==> src/rtl/if_stage.sv <==
// ============================================================================
// if_stage : instruction fetch stage with IF/ID pipeline register.
//            Optional macro BRANCH_DELAY_SLOT_EN keeps the slot instruction.
// Revision  : 1.0
// ============================================================================
`default_nettype none

module if_stage #(
  parameter logic [31:0] RESET_PC = 32'h0000_0000,
  parameter logic [31:0] NOP_INST = 32'h0000_0000
) (
  input  logic        clk,
  input  logic        rst_n,
  input  logic [31:0] Instruction_if,
  input  logic        PC_IFWrite,
  input  logic        Z,
  input  logic        J,
  input  logic        JR,
  input  logic [31:0] BranchAddr,
  input  logic [31:0] JumpAddr,
  input  logic [31:0] JrAddr,
  output logic [31:0] PC_if,
  output logic [31:0] Instruction_id,
  output logic [31:0] NextPC_id,
  output logic        AddrErr
);

  localparam logic [31:0] ALIGN_MASK = 32'hFFFF_FFFC;

  logic [31:0] pc_q,   pc_d;
  logic [31:0] inst_q, inst_d;
  logic [31:0] npc_q,  npc_d;
  logic        err_q,  err_d;

  logic [31:0] next_pc_if;
  logic        redirect;
  logic [31:0] target;

  assign next_pc_if = pc_q + 32'd4;
  assign redirect   = PC_IFWrite & (JR | J | Z);

  // JR outranks J, which outranks the conditional branch.
  always_comb begin
    target = BranchAddr & ALIGN_MASK;
    if (JR) begin
      target = JrAddr & ALIGN_MASK;
    end else if (J) begin
      target = JumpAddr & ALIGN_MASK;
    end
  end

  always_comb begin
    pc_d   = pc_q;
    inst_d = inst_q;
    npc_d  = npc_q;
    err_d  = err_q;
    if (PC_IFWrite) begin
      if (redirect) begin
        pc_d = target;
`ifdef BRANCH_DELAY_SLOT_EN
        inst_d = Instruction_if;
        npc_d  = next_pc_if;
`else
        inst_d = NOP_INST;
        npc_d  = 32'h0;
`endif
        if (JR && (JrAddr[1:0] != 2'b00)) begin
          err_d = 1'b1;
        end
      end else begin
        pc_d   = next_pc_if;
        inst_d = Instruction_if;
        npc_d  = next_pc_if;
      end
    end
  end

  always_ff @(posedge clk or negedge rst_n) begin
    if (!rst_n) begin
      pc_q   <= RESET_PC;
      inst_q <= NOP_INST;
      npc_q  <= 32'h0;
      err_q  <= 1'b0;
    end else begin
      pc_q   <= pc_d;
      inst_q <= inst_d;
      npc_q  <= npc_d;
      err_q  <= err_d;
    end
  end

  assign PC_if          = pc_q;
  assign Instruction_id = inst_q;
  assign NextPC_id      = npc_q;
  assign AddrErr        = err_q;

endmodule

`default_nettype wire

==> config.mk <==
export PLATFORM = sky130hd
export DESIGN_NAME = if_stage
export DESIGN_NICKNAME = d
export VERILOG_FILES = /design/src/rtl/if_stage.sv
export SDC_FILE = /design/constraint.sdc
export NUM_CORES = 1
export LEC_CHECK = 0
export ABC_CLOCK_PERIOD_IN_PS = 2700
export BUFFER_PORTS_ARGS = -buffer_cell sky130_fd_sc_hd__buf_2
export CAP_MARGIN = 20
export CORE_MARGIN = 10
export CORE_UTILIZATION = 45
export CTS_BUF_LIST = sky130_fd_sc_hd__clkbuf_2 sky130_fd_sc_hd__clkbuf_4 sky130_fd_sc_hd__clkbuf_8
export CTS_CLUSTER_DIAMETER = 150
export DETAILED_ROUTE_END_ITERATION = 8
export GPL_TIMING_DRIVEN = 0
export PLACE_DENSITY = 0.76
export REMOVE_ABC_BUFFERS = 1
export SETUP_SLACK_MARGIN = 0.4
export SYNTH_ARGS = -nofsm -noshare
export SYNTH_HDL_FRONTEND = slang
export SYNTH_SLANG_ARGS = --single-unit
==> constraint.sdc <==
create_clock -name clk -period 2.7 [get_ports clk]
set_clock_uncertainty 0.05 [all_clocks]
set_input_delay 0.27 -clock clk [delete_from_list [all_inputs] [get_ports clk]]
set_output_delay 0.27 -clock clk [all_outputs]
set_load 0.03 [all_outputs]
==> results.cfg, run 1 <==
[run_status]
status = finished, final reports clean

[grt]
first_global_vias = 5539
antenna_found_initial = 0
grt.total_usage_pct = 21.9
grt_start_max_net_pins = 102
grt-ovfl-total = 0
grt_pass1_wl_um = 29500

[synth]
yosysSeqAreaShare_pct = 43.0
ys_warn_count = 0
synth_ff_type = dfrtp_1
async_reset_ff_share_pct = 100
synth_area_mm2 = 0.00541
syn_avg_cell_area_um2 = 9.11
synth_cell_types = 62
synth_cells = 594
synth_edf_count = 0
ys_seq_elements = 93

[timing]
finalHoldViolations = 0
hold_ws_ns = 0.0779
finalSetupTns_ns = 0
rsz0062_at_grt = no
worstMarginPinSlew_ns = 0.700
setup_violations = 0
timing.fmax_mhz = 454
max_slew_margin_pct = 52.1
finalCriticalPeriod_ns = 2.20
finalCritPeriodShare_pct = 81.6
slew_violations = 0

[drt]
drt-wirelength-per-cell_um = 20.6
drt-total-wl_um = 19100
final_antenna_net_count = 0
drtPass1Iterations = 6
drt-vias-per-instance = 6.04
first_iter_violations = 347
vias = 5595
drc = 0

[setup_path]
cp-start-kind = register
path_class = reg2reg
crit_path_end_kind = register
crit_arrival_ns = 2.44
cp.required_ns = 2.93
path_max_fanout = 8

[power]
power_density_mw_per_mm2 = 525
leakagePower_nw = 3.26
vdd_drop_max_uv = 343

[clock_tree]
cts_buffers = 9
htreeDepth = 3
max-clock-path-buffers = 2
numClockSinks = 93
cts_root_buf = clkbuf_8
clkLatencyLatePin_ns = 0.37
cts_tree = yes
clkSlewWorstSetupHoldPaths_ns = 0.09

[placed_design]
place_congestion = 0.849
numPortBuffers = 222
post_dp_cell_area_mm2 = 0.00658
dp_hpwl_um = 13600
place_inst = 906

[hold_path]
worstHoldPathType = in2reg

[floorplanning]
fp-row-count = 39
coreArea_mm2 = 0.0116
die_x_um = 130
die_h_um = 130
start_util_pct = 46.6
die_area_mm2 = 0.0168
ios = 231

[cells_and_area]
final_core_util_pct = 59.4
multi_input_comb_area_mm2 = 0.00281
antennaDiodeCount = 0
drive_gt1_share_pct = 34.4
nFillCells = 1074
fin_nets = 913
area_growth_syn_to_layout_pct = 27.4
finalInstanceArea_mm2 = 0.00690
instances_no_fill = 926
seq_area_mm2 = 0.00233

[run]
cap_violations = 0
## cells in the mapped netlist (5+ instances only)
| cell type | number | share of area (%) |
|---|---|---|
| dfrtp_1 | 93 | 43 |
| nand2_1 | 76 | 5.3 |
| clkbuf_1 | 47 | 3.3 |
| o2bb2ai_1 | 47 | 7.6 |
| nand3_1 | 26 | 2.4 |
| o21ai_0 | 24 | 2.2 |
| nor2_1 | 18 | 1.2 |
| nor3_1 | 17 | 1.6 |
| inv_1 | 15 | 1.0 |
| a21oi_1 | 14 | 1.3 |
| nand4_1 | 13 | 1.5 |
| and3_1 | 12 | 1.4 |
| o211ai_1 | 12 | 1.7 |
| mux2i_1 | 11 | 2.0 |
| xnor2_1 | 11 | 1.8 |
| nor4_1 | 10 | 1.2 |
| o221ai_1 | 9 | 1.5 |
| o22ai_1 | 9 | 1.0 |
| or3_1 | 8 | 0.92 |
| a22oi_1 | 7 | 0.97 |
| and4_1 | 6 | 0.97 |
| buf_2 | 6 | 0.55 |
| nor2b_1 | 6 | 0.69 |
| a211o_1 | 5 | 0.81 |
| a221o_1 | 5 | 0.92 |
| buf_1 | 5 | 0.35 |
| o2111ai_1 | 5 | 0.81 |
## cells by family (layout without fill, tap and decap cells)
family / count (synthesis) / after routing / share of synthesized area (%)
DFF: 93 / 93 / 43.0
xor gates and xnor gates: 15 / 15 / 2.43
adders and majority gates: 1 / 1 / 0.231
other: 1 / 4 / 0.0693
buffers and inverters: 79 / 265 / 6.03
muxes: 11 / 11 / 2.03
and+or+nand+nor: 207 / 207 / 19.6
AOI/OAI and AO/OA: 187 / 187 / 26.6
## layout make-up
cell class / count / area share (%)
Inverter: 16 / 1.05
Clock buffer: 13 / 2.32
Tap cell: 143 / 2.59
Multi-Input combinational cell: 425 / 40.8
Timing Repair Buffer: 233 / 18.4
Sequential cell: 93 / 33.9
Clock inverter: 3 / 0.998
## layout by cell type, fill, tap and decap left out, types with 7 or more instances in the layout
cell type	n
nor3_1	16
o21ai_0	24
clkbuf_8	11
o22ai_1	9
mux2i_1	11
a22oi_1	7
o221ai_1	9
xnor2_1	11
a21oi_1	14
buf_2	219
or3_1	7
nor2_1	18
nand2_1	76
inv_1	15
nand3_1	26
nand4_1	13
o2bb2ai_1	47
dfrtp_1	87
and3_1	12
o211ai_1	12
## per-layer routing
| metal | global-route usage (%) | up-vias | part of all wire, % |
|---|---|---|---|
| met4 | 9.13 | 0 | 2.5 |
| met1 | 26.5 | 2719 | 40 |
| met2 | 37.2 | 243 | 51 |
| met3 | 4.45 | 28 | 6.7 |
| li1 | - | 2605 | - |
| met5 | 0 | - | 0 |
## metrics by stage
| step | total power, mW | setup WS (ns) |
|---|---|---|
| after CTS | 3.64 | 0.401 |
| final | 3.62 | 0.496 |
| after global placement | 2.51 | -3.28 |
| after global routing | 3.79 | 0.411 |
| after detailed placement | 2.54 | -0.755 |
| after floorplan | 2.14 | -0.641 |
## worst paths after layout
kind | start | end | slack (ns) | depth (start not counted)
min in group asynchronous | rst_n | NextPC_id[17] | 0.41 | 2
max reg2reg | PC_if[2] | PC_if[26] | 0.50 | 5
max in group asynchronous | rst_n | PC_if[2] | 1.49 | 3
min reg2reg | AddrErr | AddrErr | 0.42 | 1
max | PC_if[2] | PC_if[26] | 0.50 | 5
min | Instruction_if[2] | Instruction_id[2] | 0.08 | 3
## registers in the layout (all words and copies together), names as in the netlist
name,cells
PC_if,30
AddrErr,1
Instruction_id,32
NextPC_id,30
## what timing repair did
| action | CTS | global route |
|---|---|---|
| gates resized for setup | 4 | 12 |
| endpoints found under the hold margin | 47 | 0 |
| pin swaps | 1 | 1 |
| hold buffers | 1 | 0 |
| endpoints found under the setup margin | 47 | 20 |
| buffers inserted | 3 | 0 |
## power by group
group / switching, mW / internal (mW) / leakage (nW)
Clock: 0.505 / 0.581 / 0.118
Combinational: 0.576 / 0.318 / 1.94
Sequential: 0.149 / 1.49 / 1.20
## critical path, cell delays in order (launching register included)
cell and delay (ns):
dfrtp_2 0.44, ha_1 0.28, nand4_1 0.30, or2_2 0.43, or4_4 0.50, o2111ai_1 0.12
(Power assumes the default switching activity.)
==> inputs of run 2 (changes only) <==
--- a/config.mk
+++ b/config.mk
@@ -5,7 +5,7 @@
 export SDC_FILE = /design/constraint.sdc
 export NUM_CORES = 1
 export LEC_CHECK = 0
-export ABC_CLOCK_PERIOD_IN_PS = 2700
+export ABC_CLOCK_PERIOD_IN_PS = 2000
 export BUFFER_PORTS_ARGS = -buffer_cell sky130_fd_sc_hd__buf_2
 export CAP_MARGIN = 20
 export CORE_MARGIN = 10
@@ -14,7 +14,7 @@
 export CTS_CLUSTER_DIAMETER = 150
 export DETAILED_ROUTE_END_ITERATION = 8
 export GPL_TIMING_DRIVEN = 0
-export PLACE_DENSITY = 0.76
+export PLACE_DENSITY = 0.79
 export REMOVE_ABC_BUFFERS = 1
 export SETUP_SLACK_MARGIN = 0.4
 export SYNTH_ARGS = -nofsm -noshare
==> constraint.sdc (replaced) <==
create_clock -name clk -period 2 [get_ports clk]
set_clock_uncertainty 0.05 [all_clocks]
set_input_delay 0.2 -clock clk [delete_from_list [all_inputs] [get_ports clk]]
set_output_delay 0.2 -clock clk [all_outputs]
set_load 0.03 [all_outputs]
==> run 2 against run 1 <==
Compared with the run above: cell count rose by 7.0%; flip-flop and latch count unchanged; clock power increased by 21%; hold slack worse by 0.068 ns; critical path type unchanged; power up 40%; fmax increased by 16%; critical endpoint is now PC_if[28]; combinational power up 78%.
==> results.cfg, run 2 (synthesis gave the netlist of run 1 again) <==
[run_status]
status = finished, final reports clean

[power]
power_density_mw_per_mm2 = 649
leakagePower_nw = 3.70
vdd_drop_max_uv = 382

[setup_path]
path_class = reg2reg
path_max_fanout = 4
cp.required_ns = 2.24
crit_arrival_ns = 2.13
crit_path_end_kind = register
cp-start-kind = register

[drt]
final_antenna_net_count = 0
drc = 0
dr_wl_met2_um = 11000
highest_layer = met4
drt-vias-per-instance = 6.20
drtPass1Iterations = 5
met1_length_um = 8200
drt-wirelength-per-cell_um = 21.9
met3_length_um = 1960
first_iter_violations = 643
drt-total-wl_um = 21700
vias = 6142

[grt]
grt.total_usage_pct = 24.1
antenna_found_initial = 0
grt_start_max_net_pins = 66
grt_pass1_wl_um = 32400
first_global_vias = 6207
grt-ovfl-total = 0

[timing]
worstMarginPinSlew_ns = 0.654
slew_violations = 0
max_slew_margin_pct = 56.3
finalHoldViolations = 0
rsz0062_at_grt = yes
setup_violations = 0
finalCriticalPeriod_ns = 1.89
final.setup.worst_slack_ns = 0.107
finalSetupTns_ns = 0
timing.fmax_mhz = 528
finalCritPeriodShare_pct = 94.6

[placed_design]
numPortBuffers = 222
place_inst = 907
place_ws_ns = -0.886
post_dp_cell_area_mm2 = 0.00660
place_congestion = 0.815
dp_hpwl_um = 14000

[clock_tree]
cts_root_buf = clkbuf_8
max-clock-path-buffers = 2
htreeDepth = 3
clkSlewWorstSetupHoldPaths_ns = 0.10
numClockSinks = 93
clkLatencyLatePin_ns = 0.37
cts_tree = yes
cts_buffers = 9

[hold_path]
worstHoldPathType = in2reg

[floorplanning]
start_util_pct = 46.6
ios = 231
die_h_um = 130
coreArea_mm2 = 0.0116
die_area_mm2 = 0.0168
fp-row-count = 39
die_x_um = 130

[cells_and_area]
multi_input_comb_area_mm2 = 0.00321
final_core_util_pct = 67.5
fin_nets = 978
layout_common_cells = 217 x buf_2, 73 x nand2_1, 70 x dfrtp_1
drive_gt1_share_pct = 47.3
seq_area_mm2 = 0.00236
antennaDiodeCount = 0
largest_reg_flops = 32
area_growth_syn_to_layout_pct = 44.8
nFillCells = 948
layout_commonest_cell = buf_2
finalInstanceArea_mm2 = 0.00784
instances_no_fill = 991

[run]
cap_violations = 0
## run 2: layout make-up
cell class | count | share of cell area (%)
multi-input cells | 427 | 41.0
flip-flops and latches | 93 | 30.1
repair buffers | 296 | 23.2
well taps | 143 | 2.28
clock buffers | 10 | 1.76
inverters | 16 | 0.926
clock inverters | 6 | 0.782
## run 2: final timing paths
| path | startpoint | to | slack [ns] | cells past startpoint |
|---|---|---|---|---|
| max | PC_if[3] | PC_if[28] | 0.11 | 5 |
| min | Instruction_if[30] | Instruction_id[30] | 0.01 | 3 |
| max reg2reg | PC_if[3] | PC_if[28] | 0.11 | 5 |
| min reg2reg | AddrErr | AddrErr | 0.43 | 1 |
| max in group asynchronous | rst_n | PC_if[4] | 0.96 | 3 |
| min in group asynchronous | rst_n | NextPC_id[30] | 0.24 | 2 |
## run 2: power by group
group	total, mW	internal, mW	switching (mW)	leakage (nW)
logic	1.59	0.610	0.982	2.41
clock network	1.32	0.611	0.710	0.102
registers	2.17	2.02	0.151	1.18
total	5.09	3.24	1.84	3.70
## run 2: stage by stage
| step | total power [mW] | hold WS, ns |
|---|---|---|
| finish | 5.09 | 0.00967 |
| global route | 5.29 | 0.00568 |
| CTS | 4.98 | 0.00251 |
| detailed placement | 3.45 | 0.104 |
| global placement | 3.39 | 0.393 |
| floorplan | 2.88 | -0.146 |
## run 2: repair_timing
action / CTS / global route
gates resized for setup: 93 / 37
hold endpoints to repair: 28 / 0
pin swaps: 33 / 27
gates cloned: 2 / 0
setup endpoints to repair: 69 / 53
setup buffers: 51 / 14
hold buffers: 1 / 0
## run 2: critical path, stage by stage (launching register included)
cell	delay [ns]
dfrtp_1	0.42
ha_4	0.17
nand4_1	0.21
or2_4	0.32
or4_4	0.53
o211ai_1	0.10
## run 2: routing by layer
layer | global-route usage (%) | up-vias
li1 | - | 2744
met1 | 28.2 | 2993
met2 | 41.0 | 355
met3 | 5.91 | 50
met4 | 10.8 | 0
met5 | 0 | -
==> inputs of run 3 (changes only) <==
--- a/config.mk
+++ b/config.mk
@@ -5,7 +5,7 @@
 export SDC_FILE = /design/constraint.sdc
 export NUM_CORES = 1
 export LEC_CHECK = 0
-export ABC_CLOCK_PERIOD_IN_PS = 2000
+export ABC_CLOCK_PERIOD_IN_PS = 1800
 export BUFFER_PORTS_ARGS = -buffer_cell sky130_fd_sc_hd__buf_2
 export CAP_MARGIN = 20
 export CORE_MARGIN = 10
@@ -14,7 +14,7 @@
 export CTS_CLUSTER_DIAMETER = 150
 export DETAILED_ROUTE_END_ITERATION = 8
 export GPL_TIMING_DRIVEN = 0
-export PLACE_DENSITY = 0.79
+export PLACE_DENSITY = 0.76
 export REMOVE_ABC_BUFFERS = 1
 export SETUP_SLACK_MARGIN = 0.4
 export SYNTH_ARGS = -nofsm -noshare
==> constraint.sdc (replaced) <==
create_clock -name clk -period 1.8 [get_ports clk]
set_clock_uncertainty 0.05 [all_clocks]
set_input_delay 0.18 -clock clk [delete_from_list [all_inputs] [get_ports clk]]
set_output_delay 0.18 -clock clk [all_outputs]
set_load 0.03 [all_outputs]
==> run 3 against run 2 <==
Compared with the run above: clock power rose by 26%; fmax grew 1.1%; the run now ends with negative hold slack, negative setup slack left; design area grew 11%.
==> results.cfg, run 3 (synthesis gave the netlist of run 1 again) <==
[run_status]
status = finished, violations left
violations = negative hold slack, negative setup slack

[setup_path]
path_class = reg2reg
rr_startpoint = PC_if[3]
rrSetupSlack_ns = -0.07
cp-start-kind = register
path_max_fanout = 5
startpoint = PC_if[3]
r2r-end = PC_if[27]
crit_path_end = PC_if[27]
r2r_cells = 6
cp.required_ns = 2.03
crit_arrival_ns = 2.10
crit_path_end_kind = register

[power]
power_density_mw_per_mm2 = 705
leakagePower_nw = 4.09
vdd_drop_max_uv = 576

[cells_and_area]
largest_reg_flops = 32
finalInstanceArea_mm2 = 0.00870
area_growth_syn_to_layout_pct = 60.8
layout_commonest_cell = buf_2
drive_gt1_share_pct = 48.9
layout_common_cells = 204 x buf_2, 71 x dfrtp_1, 71 x nand2_1
fin_nets = 1038
nFillCells = 801

[placed_design]
post_dp_cell_area_mm2 = 0.00658
place_ws_ns = -1.57
numPortBuffers = 222
dp_hpwl_um = 13600
place_congestion = 0.849

[clock_tree]
numClockSinks = 93
max-clock-path-buffers = 2
cts_tree = yes
htreeDepth = 3
clkSlewWorstSetupHoldPaths_ns = 0.10
cts_root_buf = clkbuf_8
clkLatencyLatePin_ns = 0.38
cts_buffers = 9

[timing]
finalCriticalPeriod_ns = 1.87
max_slew_margin_pct = 54.2
hold_ws_ns = -0.00106
finalHoldViolations = 1
rsz0062_at_grt = yes
final.setup.worst_slack_ns = -0.0714
finalCritPeriodShare_pct = 104
worstMarginPinSlew_ns = 0.686
setup_violations = 13
timing.fmax_mhz = 534
slew_violations = 0

[floorplanning]
start_util_pct = 46.6
die_h_um = 130
coreArea_mm2 = 0.0116
die_x_um = 130
fp-row-count = 39
die_area_mm2 = 0.0168
ios = 231

[grt]
grt_start_max_net_pins = 54
grt.total_usage_pct = 25.8
grt_pass1_wl_um = 34500
grt-ovfl-total = 0
antenna_found_initial = 0
first_global_vias = 6480

[drt]
final_antenna_net_count = 0
met3_length_um = 2210
vias = 6552
drtPass1Iterations = 6
drt-wirelength-per-cell_um = 22.9
met1_length_um = 8460
dr_wl_met2_um = 12400
drc = 0
first_iter_violations = 646
highest_layer = met4
drt-total-wl_um = 24100
drt-vias-per-instance = 6.23

[run]
cap_violations = 0

[hold_path]
worstHoldPathType = in2reg
-- run 3: cell count changes in the layout (fill, tap and decap cells not counted), moves of 13 or more --
cell           change
buf_4             +15
buf_6             +24
buf_2             -13
dlygate4sd3_1     +32
-- run 3: repair_timing --
| action | CTS | global route |
|---|---|---|
| gates cloned | 3 | 0 |
| resized for setup | 124 | 85 |
| pin swaps | 47 | 43 |
| endpoints found under the setup margin | 98 | 69 |
| hold endpoints to repair | 79 | 0 |
| buffers inserted | 65 | 28 |
| hold buffers | 33 | 0 |
-- run 3: metrics by stage --
stage	setup TNS [ns]	instances	utilization (%)	total power [mW]	hold slack, ns
floorplan	-67.39	534	-	3.20	-0.166
global placement	-344.32	899	55.5	3.76	0.373
detailed placement	-68.97	906	56.6	3.82	0.201
CTS	-0.0716	1023	70.2	5.86	0.00506
global route	-1.53	1051	74.9	6.36	0.0139
finish	-0.414	1052	74.9	6.13	-0.00106
-- run 3: worst min-delay path by stage --
| stage | from | end | slack (ns) | depth (start not counted) |
|---|---|---|---|---|
| finish | Instruction_if[24] | Instruction_id[24] | -0.001 | 3 |
| global route | Instruction_if[24] | Instruction_id[24] | 0.01 | 3 |
| CTS | Instruction_if[24] | Instruction_id[24] | 0.005 | 3 |
| detailed placement | rst_n | NextPC_id[17] | 0.20 | 1 |
| global placement | Instruction_if[30] | Instruction_id[30] | 0.37 | 3 |
| floorplan | rst_n | AddrErr | -0.17 | 0 |
-- run 3: worst max-delay path, stage by stage, from the launching register on --
cell and delay [ns]:
dfrtp_1 0.41, buf_4 0.13, buf_6 0.10, and4_4 0.29, nand4_1 0.24, o32a_1 0.40, and3_1 0.15
-- run 3: final cells by class --
cell class	count	area [um^2]	area share, %
Inverter	16	86.3	0.992
Antenna cell	1	2.50	0.0288
Timing Repair Buffer	356	2520	28.9
Clock inverter	3	68.8	0.791
Multi-Input combinational cell	427	3330	38.3
Tap cell	143	179	2.06
Sequential cell	93	2350	27.1
Clock buffer	13	160	1.84
-- run 3: where the power goes --
part	leakage, nW	switching, mW	internal [mW]
Sequential	1.19	0.158	2.25
Clock	0.118	0.788	0.872
Combinational	2.79	1.20	0.868
-- run 3: routing by layer --
| metal | track usage, % | vias to the layer above |
|---|---|---|
| li1 | - | 2855 |
| met4 | 12.7 | 0 |
| met1 | 29.7 | 3183 |
| met2 | 43.7 | 423 |
| met5 | 0 | - |
| met3 | 6.69 | 91 |
